===== src/rtl/scoreboard_regfile.sv =====
// Register file with a per-register busy (pending-write) scoreboard, two registered read ports.
// Optional macro SCOREBOARD_REGFILE_BYPASS_EN forwards same-cycle write data to the read ports.

module scoreboard_regfile_cell #(
   parameter int DATA_W    = 32,
   parameter bit HARDWIRED = 1'b0
) (
   input  logic              clk,
   input  logic              rst_n,
   input  logic              wr,
   input  logic [DATA_W-1:0] wr_data,
   input  logic              rsv,
   output logic [DATA_W-1:0] data,
   output logic              busy
);

   always_ff @(posedge clk or negedge rst_n) begin
      if (!rst_n) begin
         data <= '0;
         busy <= 1'b0;
      end else begin
         if (wr && !HARDWIRED)
            data <= wr_data;
         // a reserve landing with a write wins: the new producer is still pending
         if (rsv && !HARDWIRED)
            busy <= 1'b1;
         else if (wr)
            busy <= 1'b0;
      end
   end

endmodule

module scoreboard_regfile #(
   parameter int DATA_W   = 32,
   parameter int ADDR_W   = 4,
   parameter int ZERO_REG = 0
) (
   input  logic                   clk,
   input  logic                   rst_n,
   input  logic                   wr_en,
   input  logic [ADDR_W-1:0]      wr_addr,
   input  logic [DATA_W-1:0]      wr_data,
   input  logic                   rsv_en,
   input  logic [ADDR_W-1:0]      rsv_addr,
   output logic                   rsv_ack,
   input  logic [ADDR_W-1:0]      rs1_addr,
   input  logic [ADDR_W-1:0]      rs2_addr,
   output logic [DATA_W-1:0]      rd1_data,
   output logic [DATA_W-1:0]      rd2_data,
   output logic                   rd1_busy,
   output logic                   rd2_busy,
   output logic [(1<<ADDR_W)-1:0] busy_vec
);

   localparam int NREGS = 1 << ADDR_W;
   localparam int NPORT = 2;
   localparam bit ZR    = (ZERO_REG != 0);

   typedef struct packed {
      logic [DATA_W-1:0] data;
      logic              busy;
   } rd_rsp_t;

   logic [NREGS-1:0][DATA_W-1:0] regs;
   logic [NREGS-1:0]             busy;
   logic                         rsv_ok;
   logic [NPORT-1:0][ADDR_W-1:0] rs_addr;
   rd_rsp_t [NPORT-1:0]          rd_nxt;
   rd_rsp_t [NPORT-1:0]          rd_q;

   // a busy target is still accepted when the same cycle's write retires it
   assign rsv_ok = rsv_en && (!busy[rsv_addr] || (wr_en && (wr_addr == rsv_addr)));

   genvar gi;
   generate
      for (gi = 0; gi < NREGS; gi++) begin : g_reg
         scoreboard_regfile_cell #(
            .DATA_W    (DATA_W),
            .HARDWIRED (ZR && (gi == 0))
         ) u_cell (
            .clk     (clk),
            .rst_n   (rst_n),
            .wr      (wr_en && (wr_addr == ADDR_W'(gi))),
            .wr_data (wr_data),
            .rsv     (rsv_ok && (rsv_addr == ADDR_W'(gi))),
            .data    (regs[gi]),
            .busy    (busy[gi])
         );
      end
   endgenerate

   assign rs_addr  = {rs2_addr, rs1_addr};
   assign busy_vec = busy;

   generate
      for (gi = 0; gi < NPORT; gi++) begin : g_port
         always_comb begin
            rd_nxt[gi].data = regs[rs_addr[gi]];
            rd_nxt[gi].busy = busy[rs_addr[gi]];
`ifdef SCOREBOARD_REGFILE_BYPASS_EN
            // forward the in-flight write; busy reflects a coincident reserve only
            if (wr_en && (wr_addr == rs_addr[gi]) && !(ZR && (rs_addr[gi] == '0))) begin
               rd_nxt[gi].data = wr_data;
               rd_nxt[gi].busy = rsv_ok && (rsv_addr == rs_addr[gi]);
            end
`endif
         end

         always_ff @(posedge clk or negedge rst_n) begin
            if (!rst_n)
               rd_q[gi] <= '0;
            else
               rd_q[gi] <= rd_nxt[gi];
         end
      end
   endgenerate

   always_ff @(posedge clk or negedge rst_n) begin
      if (!rst_n)
         rsv_ack <= 1'b0;
      else
         rsv_ack <= rsv_ok;
   end

   assign rd1_data = rd_q[0].data;
   assign rd1_busy = rd_q[0].busy;
   assign rd2_data = rd_q[1].data;
   assign rd2_busy = rd_q[1].busy;

endmodule


===== config.mk =====
export PLATFORM = sky130hd
export DESIGN_NAME = scoreboard_regfile
export DESIGN_NICKNAME = d
export VERILOG_FILES = /design/src/rtl/scoreboard_regfile.sv
export SDC_FILE = /design/constraint.sdc
export NUM_CORES = 1
export LEC_CHECK = 0
export ABC_AREA = 1
export CAP_MARGIN = 10
export CELL_PAD_IN_SITES_DETAIL_PLACEMENT = 0
export CELL_PAD_IN_SITES_GLOBAL_PLACEMENT = 1
export CORE_UTILIZATION = 41
export CTS_BUF_LIST = sky130_fd_sc_hd__clkbuf_4 sky130_fd_sc_hd__clkbuf_8 sky130_fd_sc_hd__clkbuf_16
export DETAILED_ROUTE_END_ITERATION = 10
export PLACE_DENSITY = 0.74
export SLEW_MARGIN = 20
export SYNTH_ARGS = -nofsm -noshare
export SYNTH_HDL_FRONTEND = slang
export SYNTH_SLANG_ARGS = --single-unit

===== constraint.sdc =====
create_clock -name clk -period 1.5 [get_ports clk]
set_clock_uncertainty 0.15 [all_clocks]
set_input_delay 0.3 -clock clk [delete_from_list [all_inputs] [get_ports clk]]
set_output_delay 0.3 -clock clk [all_outputs]
set_load 0.02 [all_outputs]

# After elaboration in Yosys (flattened, before gate mapping)
# Index checks and enable logic that the tools add are counted.
[word_totals]
register_bits = 595
in_bits = 52
out_inout_bits = 83
word_cells = 167
[op_classes]
magnitude_cmp = 3
n_eq_ne = 31
n_mux = 42
reduce_logical = 54
[ops]
columns = ["operator", "count"]
rows = [
  ["$bmux W32 S4", 2],
  ["$eq A4 B4 Y1 const B", 16],
  ["$mux W32", 2],
  ["$mux W1", 35],
  ["$logic_and A1 B1 Y1", 34],
  ["$eq A4 B3 Y1 const B", 8],
  ["$reduce_bool A2 Y1", 16],
  ["$eq A4 B2 Y1 const B", 4],
  ["$lt A4 B5 Y1 const B", 3],
  ["$bmux W1 S4", 3],
  ["$eq A4 B1 Y1 const B", 2],
  ["$logic_not A4 Y1", 2],
  ["$eq A4 B4 Y1", 1],
  ["$logic_not A1 Y1", 1],
  ["$logic_or A1 B1 Y1", 1],
]

# Depth between registers and ports, before layout
[logic_depth]
word_depth = 7
ltp_mapped = 12
depth_no_buf = 10

# Modules after synthesis
# A second synthesis with hierarchy kept.
[unflattened]
cells_unflattened = 4443
hier_area_um2 = 33513.4
[by_module_without_submodules]
columns = ["mod", "n_inst", "cells_each", "area_per_inst_um2", "seq_area_each_um2"]
rows = [
  ["scoreboard_regfile_cell", 16, 140, 1336.3, 825.8],
  ["scoreboard_regfile", 1, 2203, 12132.9, 1676.6],
]

# Least setup slack after synthesis
# Ideal clock, no wire load.
[synth_path]
path_type = "input to register"
startpoint = "in rs2_addr[0]"
endpoint = "reg rd_q (netlist bit rd2_data[31])"
setup_time_ps = 125
t_arrival_ps = 1283
t_required_ps = 1225
slack_ps = -58
stages = 8
n_path_buf = 4
cell_sequence = "buf_2 > buf_6 > buf_4 > buf_2 > o21ai_0 > nand2_1 > o221ai_1 > nand2_1"
[synth_rtl]
columns = ["element", "line_no", "rtl"]
rows = [
  ["start, declared", "48", "input logic [ADDR_W-1:0] rs2_addr,"],
  ["end signal, assigned by index", "114", "rd_q[gi] <= rd_nxt[gi];"],
  ["end, declared", "70", "rd_rsp_t [NPORT-1:0] rd_q;"],
]

# Final worst setup path
[layout_path]
startpoint = "reg g_reg[6].u_cell.busy"
endpoint = "out busy_vec[6]"
[layout_rtl]
columns = ["element", "line_no", "rtl"]
rows = [
  ["start, declared", "14", "output logic busy"],
  ["start signal, assigned", "20", "busy <= 1'b0;"],
  ["start signal, assigned", "26", "busy <= 1'b1;"],
  ["start signal, assigned", "28", "busy <= 1'b0;"],
  ["end, declared", "53", "output logic [(1<<ADDR_W)-1:0] busy_vec"],
]
# No word-level cell between the ends.

==> out/metrics.yaml <==
clock-root-buffer: "clkbuf_16"
cts.htree.levels: 3
drc: 0
crit_type: "reg2out"
finish.instance_area_mm2: 0.03906
gr-total-overflow: 0
fin_cells: 5252
cap_violations: 0
reg2reg_slack_ps: -70
syn_area_per_cell_um2: 7.705
required_ps: 1050
placed_area_mm2: 0.03605
powerDensity_mw_per_mm2: 1295
setup_viol: 100
drt-pass1-iter-count: 5
worstPathArrival_ps: 1300
num-fill-cells: 7058
violations: "setup timing"
clock_latency_ps: 620
yosysUniqueCellTypes: 25
start_kind: "flip-flop"
status: "finished with violations"
dieArea_mm2: 0.07624
place_congestion: 0.8481
area_delta_synth_final_pct: 26.79
wirelength_um: 107900
io_pins: 135
p_leak_nw: 18.03
via_per_inst: 5.470
hold_path_class: "in2async"
dieWidth_um: 276.1
cp_max_fo: 2
cts.clk_slew.worst_paths_ps: 60
rsz0062_at_grt: "true"
layout.nets: 4278
worstReg2RegStart: "g_reg[3].u_cell.busy$_DFFE_PN0P_"
die_height_um: 276.1
yosysWarningCount: 0
period_needed_ps: 1753
antenna_found_initial: 3
ys_seq_area_share_pct: 48.33
period_share_pct: 116.9
dp.cells: 5096
vias: 28730
final-hold-violation-count: 0
grt_max_degree: 69
slew_headroom_pct: 65.70
grt_first_pass_wirelength_um: 163300
drtIter0Drc: 2722
clock-sinks: 595
yosysTopAreaCell: "dfrtp_1"
final.setup.worst_slack_ps: -253.2
holdWs_ps: 3.839
clock.fmax_mhz: 570.4
ys_ff_latch: 595
worst_pin_slew_ps: 514.5
coreArea_mm2: 0.07445
r2r_end: "g_reg[6].u_cell.busy$_DFFE_PN0P_"
start_util_pct: 41.38
syn-num-nets: 4050
cts.path.max_buffers: 3
rr_worst_depth: 11
port_buffers: 134
ant_nets: 0
netlist_area_mm2: 0.03081
cts_tree: "yes"
drive_above_1_share_pct: 15.48
dp.final_hpwl_um: 68180
irDropWorstVdd_mv: 0.7369
yosysTopAreaCellShare_pct: 48.33
crit_path_end_kind: "output port"
wire_per_inst_um: 20.55
power_mw: 50.58
grt_pass1_vias: 27040
grtUsageTotal_pct: 27.53
numCtsBuffers: 71
utilization_pct: 52.46
row_count: 100
synth_cells: 3998
synthTopCellsByArea: "dfrtp_1, o21ai_0, nand2_1"
final_max_slew_viol_count: 0
-- cells in the final DEF, fill, tap and decap left out, drive strengths merged --
master            n
nor3              1
o22ai             1
xnor2             1
diode             1
buf             479
clkdlybuf4s50    37
dlymetal6s2s      4
clkinvlp          2
dlygate4sd2       1
o221ai          111
bufinv            4
and2              1
clkbuf          117
inv             338
nand3            82
dlygate4sd3       1
a21oi           490
o211ai           42
nor2             85
nand2           876
clkinv           10
o21ai          1002
nand4             2
dfrtp           595
-- synthesized netlist by cell type (all sizes together) --
cell,count
o21ai,1002
and2,1
a21oi,490
dfrtp,595
xnor2,1
o221ai,111
nand4,2
clkbuf,184
nand2,876
o211ai,42
o22ai,1
nand3,82
buf,190
nor2,85
inv,335
nor3,1
-- through the flow --
| stage | setup TNS (ps) | setup slack [ps] |
|---|---|---|
| 3_3_place_gp | -315860 | -707.8 |
| 3_5_place_dp | -325990 | -722.0 |
| 4_1_cts | -14410 | -281.6 |
| 5_1_grt | -12210 | -271.8 |
| 6_report | -7839 | -253.2 |
| 2_1_floorplan | -20.19 | -3.061 |
-- logic make-up after synthesis --
kind of cell,synth area share [%]
AND/OR/NAND/NOR,13.28
AO/OA/AOI/OAI,28.48
buffers and inverters,9.882
XOR/XNOR,0.02844
flip-flops,48.33
-- flip-flops by register name (all words and copies together), names as in the netlist --
| register | cells |
|---|---|
| g.u_cell.busy | 16 |
| g.u_cell.data | 512 |
| rd1_busy | 1 |
| rd1_data | 32 |
| rd2_busy | 1 |
| rd2_data | 32 |
| rsv_ack | 1 |
-- critical path: stages (launching register included) --
cell and delay [ps]:
dfrtp_2 440, buf_12 140, buf_8 120
-- metal layers --
layer  wire length (µm)  vias to the layer above  track usage [%]  share of wire [%]
met5                  0                        -                0                  0
met2              49690                      979            44.07                 46
met3               6665                      169            3.380                6.2
met1              48850                    13660            38.91                 45
met4               2742                        0            8.580                2.5
li1                   -                    13930                -                  -
-- report_power, final --
group          switching, mW  internal [mW]  total, mW
Clock                   7.08           11.1       18.2
Combinational           6.48           4.71       11.2
Sequential              1.83           19.4       21.2
-- area by class of cell --
type	instances	area, µm²	share of cell area (%)
repair buffers	529	6191	15.85
flip-flops and latches	595	14890	38.13
well taps	969	1212	3.104
inverters	335	1265	3.239
diodes	1	2.502	0.006407
clock inverters	19	219.0	0.5606
multi-input cells	2694	13020	33.32
clock buffers	110	2258	5.782
-- how the worst max path moves through the flow --
stage,slack [ps],start,endpoint,cells past startpoint
2_1_floorplan,-3,rs2_addr[0],rd2_data[11]$_DFF_PN0_,8
5_1_grt,-270,g_reg[6].u_cell.busy$_DFFE_PN0P_,busy_vec[6],2
6_report,-250,g_reg[6].u_cell.busy$_DFFE_PN0P_,busy_vec[6],2
3_5_place_dp,-720,wr_addr[3],g_reg[10].u_cell.busy$_DFFE_PN0P_,9
3_3_place_gp,-710,wr_addr[3],g_reg[10].u_cell.busy$_DFFE_PN0P_,9
4_1_cts,-280,g_reg[6].u_cell.busy$_DFFE_PN0P_,busy_vec[6],2
-- repair_timing --
| item | in CTS | in global routing |
|---|---|---|
| cloned | 0 | 6 |
| buffers inserted | 15 | 4 |
| hold buffers | 2 | 0 |
| resized for setup | 520 | 19 |
| setup endpoints to repair | 220 | 355 |
| hold endpoints to repair | 573 | 0 |
| pin swaps | 3 | 6 |
No activity file was read; power rests on OpenSTA's default activity.
